## config.mk

```make
export PLATFORM = sky130hd
export DESIGN_NAME = effect_sequencer
export DESIGN_NICKNAME = d
export VERILOG_FILES = /design/src/rtl/effect_sequencer.sv
export SDC_FILE = /design/constraint.sdc
export NUM_CORES = 1
export LEC_CHECK = 0
export CAP_MARGIN = 20
export CORE_ASPECT_RATIO = 2
export CORE_UTILIZATION = 62
export CTS_CLUSTER_SIZE = 12
export DETAILED_ROUTE_END_ITERATION = 6
export GPL_TIMING_DRIVEN = 0
export HOLD_SLACK_MARGIN = 0.1
export PLACE_DENSITY = 0.9
export SYNTH_ARGS = -nofsm -noshare
export SYNTH_HDL_FRONTEND = slang
export SYNTH_SLANG_ARGS = --single-unit
```

## constraint.sdc

```tcl
create_clock -name clk -period 2.9 [get_ports clk]
set_input_delay 0.58 -clock clk [delete_from_list [all_inputs] [get_ports clk]]
set_output_delay 0.58 -clock clk [all_outputs]
set_load 0.005 [all_outputs]
```

## src/rtl/effect_sequencer.sv

```systemverilog
// effect_sequencer: debounced push-button front end plus the effect select
// state machine (blank / run / off) with a timed auto-play mode.
module effect_sequencer #(
    parameter int unsigned DEBOUNCE_CYCLES = 1_000_000,
    parameter int unsigned BLANK_CYCLES    = 50_000,
    parameter logic [27:0] AUTO_PERIOD     = 28'd250_000_000
) (
    input  logic       clk,
    input  logic       rst,
    input  logic       btn_mode,
    input  logic       btn_speed,
    input  logic       btn_auto,
    input  logic       btn_pause,
    output logic [2:0] enable,
    output logic [1:0] frequency,
    output logic [1:0] effect_idx,
    output logic       auto_on,
    output logic       effect_start
);

    // Debounce counter is at least 20 bits wide, wider if the limit needs it.
    localparam int DB_NEED = $clog2(DEBOUNCE_CYCLES + 1);
    localparam int DBW     = (DB_NEED > 20) ? DB_NEED : 20;
    localparam int BLW     = (BLANK_CYCLES > 1) ? $clog2(BLANK_CYCLES) : 1;

    localparam logic [DBW-1:0] DB_LIMIT   = DBW'(DEBOUNCE_CYCLES);
    localparam logic [BLW-1:0] BLANK_LAST = BLW'(BLANK_CYCLES - 1);
    localparam logic [27:0]    AUTO_LAST  = AUTO_PERIOD - 28'd1;

    localparam int NB    = 4;
    localparam int B_MODE  = 0;
    localparam int B_SPEED = 1;
    localparam int B_AUTO  = 2;
    localparam int B_PAUSE = 3;

    logic [NB-1:0] btn_raw;
    logic [NB-1:0] press;

    assign btn_raw = {btn_pause, btn_auto, btn_speed, btn_mode};

    // ------------------------------------------------------------------
    // Button front end: identical synchronizer + debouncer per button.
    // ------------------------------------------------------------------
    genvar gi;
    generate
        for (gi = 0; gi < NB; gi++) begin : g_btn
            logic           sync1_q;
            logic           sync2_q;
            logic           level_q;
            logic           level_d;
            logic           press_q;
            logic           press_d;
            logic [DBW-1:0] cnt_q;
            logic [DBW-1:0] cnt_d;

            // Count while the synchronized level disagrees with the accepted
            // level; accept it once the count reaches the limit. Only a
            // newly accepted high level produces a press pulse.
            always_comb begin
                cnt_d   = cnt_q;
                level_d = level_q;
                press_d = 1'b0;
                if (sync2_q == level_q) begin
                    cnt_d = '0;
                end else if (cnt_q == DB_LIMIT) begin
                    cnt_d   = '0;
                    level_d = sync2_q;
                    press_d = sync2_q;
                end else begin
                    cnt_d = cnt_q + 1'b1;
                end
            end

            // Synchronizer chain and debounce state registers.
            always_ff @(posedge clk) begin
                if (rst) begin
                    sync1_q <= 1'b0;
                    sync2_q <= 1'b0;
                    level_q <= 1'b0;
                    press_q <= 1'b0;
                    cnt_q   <= '0;
                end else begin
                    sync1_q <= btn_raw[gi];
                    sync2_q <= sync1_q;
                    level_q <= level_d;
                    press_q <= press_d;
                    cnt_q   <= cnt_d;
                end
            end

            assign press[gi] = press_q;
        end
    endgenerate

    // ------------------------------------------------------------------
    // Effect sequencing state machine.
    // ------------------------------------------------------------------
    typedef enum logic [1:0] {
        S_BLANK = 2'd0,
        S_RUN   = 2'd1,
        S_OFF   = 2'd2
    } state_t;

    state_t         state_q;
    state_t         state_d;
    logic [BLW-1:0] blank_cnt_q;
    logic [BLW-1:0] blank_cnt_d;
    logic [27:0]    auto_cnt_q;
    logic [27:0]    auto_cnt_d;
    logic [2:0]     enable_q;
    logic [2:0]     enable_d;
    logic [1:0]     freq_q;
    logic [1:0]     freq_d;
    logic [1:0]     idx_q;
    logic [1:0]     idx_d;
    logic [1:0]     idx_next;
    logic           auto_q;
    logic           auto_d;
    logic           start_q;
    logic           start_d;
    logic           auto_expire;

    // Effect index wraps 0 -> 1 -> 2 -> 0; 3 is never produced.
    always_comb begin
        idx_next = (idx_q == 2'd2) ? 2'd0 : idx_q + 2'd1;
    end

    // Next-state logic. Pause wins over mode and auto expiry; speed and
    // auto toggles are applied on top of whatever the state logic did.
    always_comb begin
        state_d     = state_q;
        blank_cnt_d = blank_cnt_q;
        auto_cnt_d  = auto_cnt_q;
        enable_d    = enable_q;
        freq_d      = freq_q;
        idx_d       = idx_q;
        auto_d      = auto_q;
        start_d     = 1'b0;
        auto_expire = 1'b0;

        case (state_q)
            S_BLANK: begin
                enable_d = 3'b000;
                if (press[B_PAUSE]) begin
                    state_d = S_OFF;
                end else if (press[B_MODE]) begin
                    idx_d       = idx_next;
                    blank_cnt_d = '0;
                end else if (blank_cnt_q == BLANK_LAST) begin
                    state_d     = S_RUN;
                    blank_cnt_d = '0;
                    auto_cnt_d  = '0;
                    enable_d    = 3'b001 << idx_q;
                    start_d     = 1'b1;
                end else begin
                    blank_cnt_d = blank_cnt_q + 1'b1;
                end
            end
            S_RUN: begin
                auto_expire = auto_q && (auto_cnt_q == AUTO_LAST);
                if (press[B_PAUSE]) begin
                    state_d    = S_OFF;
                    enable_d   = 3'b000;
                    auto_cnt_d = '0;
                end else if (press[B_MODE] || auto_expire) begin
                    state_d     = S_BLANK;
                    idx_d       = idx_next;
                    blank_cnt_d = '0;
                    auto_cnt_d  = '0;
                    enable_d    = 3'b000;
                end else if (auto_q) begin
                    auto_cnt_d = auto_cnt_q + 28'd1;
                end
            end
            S_OFF: begin
                enable_d   = 3'b000;
                auto_cnt_d = '0;
                if (press[B_PAUSE]) begin
                    state_d     = S_BLANK;
                    blank_cnt_d = '0;
                end else if (press[B_MODE]) begin
                    idx_d = idx_next;
                end
            end
            default: begin
                state_d     = S_BLANK;
                blank_cnt_d = '0;
                enable_d    = 3'b000;
            end
        endcase

        if (press[B_SPEED]) begin
            freq_d = freq_q + 2'd1;
        end
        if (press[B_AUTO]) begin
            auto_d     = ~auto_q;
            auto_cnt_d = '0;
        end
    end

    // State and registered outputs.
    always_ff @(posedge clk) begin
        if (rst) begin
            state_q     <= S_BLANK;
            blank_cnt_q <= '0;
            auto_cnt_q  <= '0;
            enable_q    <= 3'b000;
            freq_q      <= 2'b00;
            idx_q       <= 2'd0;
            auto_q      <= 1'b0;
            start_q     <= 1'b0;
        end else begin
            state_q     <= state_d;
            blank_cnt_q <= blank_cnt_d;
            auto_cnt_q  <= auto_cnt_d;
            enable_q    <= enable_d;
            freq_q      <= freq_d;
            idx_q       <= idx_d;
            auto_q      <= auto_d;
            start_q     <= start_d;
        end
    end

    assign enable       = enable_q;
    assign frequency    = freq_q;
    assign effect_idx   = idx_q;
    assign auto_on      = auto_q;
    assign effect_start = start_q;

endmodule

```

==> reports/metrics.cfg <==
[outcome]
status = finished clean

[placement]
place.gp.congestion = 0.958
io_buffers = 14
hpwl_um = 12100

[yosys]
seq_area_frac_synth = 0.413
synth_ff_type = dfxtp_1
synth_seq_cells = 151
synthMuxAreaShare = 0.0109
yosys.area_share.simple = 0.305
synth_top_family_by_area = simple AND/OR/NAND/NOR gates
syn_inst = 856
synth_compound_gate_area_share = 0.112
ys_types = 61
avgSynthCellArea_um2 = 8.55
synth_area_um2 = 7320
synth_xor_area_frac = 0.0981
yosysWarnings = 0
synth_edf_count = 0
synthArstFlopShare = 0
syn_nets = 875
synth_fa_ha_area_frac = 0.0222

[floorplanning]
io_pins = 15
die_w_um = 78.8
start_util = 0.641
die_h_um = 156
fp.dieArea_um2 = 12300
core-area_um2 = 11400
rows = 55

[worst_setup_path]
required_ps = 3210
slowest_stage = a21boi_0
path_max_fanout = 10
reg2reg_to = auto_cnt_q[3]
cp_common_cell = nor2_1
crit_chain = inv_1 > ha_1 > clkbuf_1 > nor2_1 > a311oi_1 > a21boi_0 > nor2_1 > a22o_1
reg2regPathDepth = 8
endpoint_kind = register
critPathMaxStageDelay_ps = 700
r2r_start = state_q[0]
critPathArrivalTime_ps = 2990
start_kind = register
rrSetupSlack_ps = 220
worstSetupPathType = register to register

[sta]
fmax_ghz = 0.374
period_share = 0.923
maxSlewHeadroom = 0.460
period_needed_ps = 2680
setup_viol = 0
slew_violations = 0
final-hold-violation-count = 0
worstMarginPinSlew_ps = 802
finalClockSkew_ps = 12.3
rsz0062_at_grt = false
finalSetupTns_ps = 0

[flow_run]
maxCapViolations = 0

[global_routing]
grt_pass1_vias = 6531
use_met3 = 0.0731
antenna_found_initial = 0
grt_max_degree = 17
track_usage = 0.300
grt.met2_usage = 0.565
grt-ovfl-total = 0
grt_pass1_wl_um = 29200
gr-usage-met1 = 0.280
grt.busiest_layer = met2

[pwr]
p_sw_w = 0.00110
clockPowerShare = 0.475
p_per_area_nw_per_um2 = 539
power.leakage_nw = 2.71
power.internal_w = 0.00332
pwr-share-comb = 0.049
irDropWorstVdd_uv = 467
swShare = 0.249
power_frac_seq = 0.477

[layout]
finish.utilization = 0.718
fin_nets = 908
drive_above_1_share = 0.0588
area_growth_pct = 12.0
antenna_cells = 0

[clock_network]
cts_setup_buffers = 0
numClockSinks = 151
clock-root-buffer = clkbuf_16
cts_tree = yes
cts_max_path_buffers = 2
worstSkewPairLatency_ps = 430
htreeDepth = 4
numCtsBuffers = 17
clkTransAtPathRegs_ps = 60
hold_buffers = 0
post_cts_resize_count = 0

[detailed_routing]
ant_nets = 0
first_iter_violations = 402
wl_per_cell_um = 16.6
firstDrtPassIters = 5
routed_wl_um = 17300
vias_per_cell = 6.32
drc_errors = 0
vias = 6599

[min_path]
min_to = g_btn[0].sync2_q
min_path_cells = 1
min_path_type = register to register
hp-start = g_btn[0].sync1_q

-- per-layer routing --
layer,share of wire,wire [um]
met1,0.36,6230
met2,0.54,9410
met3,0.042,733
met4,0.052,905
met5,0,0
-- state kept, by name (all words and copies together) (netlist names) --
register	count
frequency	2
g_btn.cnt_q	80
state_q	2
auto_cnt_q	28
g_btn.press_q	4
effect_idx	2
auto_on	1
blank_cnt_q	16
g_btn.level_q	4
g_btn.sync1_q	4
effect_start	1
g_btn.sync2_q	4
enable	3
-- layout by cell type, fill, tap and decap left out, types with 7 or more instances in the layout --
cell,count
a21oi_1,22
and4_1,17
buf_2,8
inv_1,33
o21ai_0,14
nand3_1,45
a31oi_1,13
clkbuf_1,21
or3_1,8
xor2_1,35
clkdlybuf4s50_1,14
nand2_1,62
a211oi_1,7
and2_1,7
a41oi_1,9
mux2i_1,8
xnor2_1,47
nand4_1,33
nor3_1,24
clkbuf_16,17
dfxtp_1,151
ha_1,13
nor4_1,12
nor4b_1,12
and3_1,23
nor2_1,128
o31ai_1,8
or4_1,9
nor2b_1,9
-- power groups by stage --
stage | Combinational (W) | Sequential (W) | Clock, W
3_5_place_dp | 0.000207 | 0.00215 | 0
3_3_place_gp | 0.000204 | 0.00215 | 0
5_1_grt | 0.000232 | 0.00211 | 0.00221
2_1_floorplan | 0.000147 | 0.00215 | 0
6_report | 0.000215 | 0.00211 | 0.00210
4_1_cts | 0.000210 | 0.00211 | 0.00211
-- cell type report --
| cell class | instances | area (um^2) |
|---|---|---|
| Fill cell | 845 | 3220 |
| Clock inverter | 13 | 110 |
| Inverter | 33 | 124 |
| Clock buffer | 19 | 453 |
| Multi-Input combinational cell | 638 | 4020 |
| Timing Repair Buffer | 14 | 140 |
| Sequential cell | 151 | 3020 |
| Buffer | 34 | 160 |
| Tap cell | 142 | 178 |
-- stage by stage --
step / std cells / worst slack [ps] / instance area, um^2 / power [W] / hold slack (ps)
6_report: 1044 / 223 / 8200 / 0.00442 / 438
5_1_grt: 1044 / 33.4 / 8200 / 0.00456 / 459
4_1_cts: 1044 / 282 / 8200 / 0.00443 / 441
3_5_place_dp: 1012 / 291 / 7640 / 0.00236 / 426
3_3_place_gp: 1012 / 313 / 7640 / 0.00236 / 419
2_1_floorplan: 856 / 882 / 7320 / 0.00230 / 414
-- worst max-delay path by stage --
stage,start,endpoint,cells past startpoint
6_report,state_q[0],auto_cnt_q[3],8
5_1_grt,state_q[0],auto_cnt_q[3],8
4_1_cts,state_q[1],auto_cnt_q[3],8
3_5_place_dp,state_q[1],auto_cnt_q[3],8
3_3_place_gp,state_q[0],auto_cnt_q[3],8
2_1_floorplan,state_q[0],auto_cnt_q[11],8
-- worst max-delay path: cells and delay by family (launching register included) --
kind,cells,cell delay (ps)
and+or+nand+nor,2,350
AOI/OAI and AO/OA,3,1260
buffers and inverters,2,410
DFF,1,330
adders and majority gates,1,220
-- cell usage after synthesis (9+ instances only) --
master,instances,area [um^2]
nand2_1,62,233
nor4b_1,12,105
nor3_1,24,120
dfxtp_1,151,3020
and4_1,17,149
or4_1,9,67.6
a21oi_1,22,110
xnor2_1,47,412
clkbuf_1,21,78.8
nand3_1,45,225
ha_1,13,163
inv_1,33,124
nor4_1,12,75.1
nor2b_1,9,56.3
nand4_1,33,206
o21ai_0,14,70.1
and3_1,23,144
a41oi_1,9,78.8
xor2_1,35,307
a31oi_1,13,81.3
nor2_1,128,480
-- cell families (layout without fill, tap and decap cells) --
kind of cell | Yosys count | count (layout)
AO/OA/AOI/OAI | 117 | 117
AND/OR/NAND/NOR | 418 | 418
adder cells (fa/ha/maj) | 13 | 13
flip-flops | 151 | 151
multiplexers | 8 | 8
XOR/XNOR | 82 | 82
buffers and inverters | 67 | 113
(Power assumes the default switching activity.)
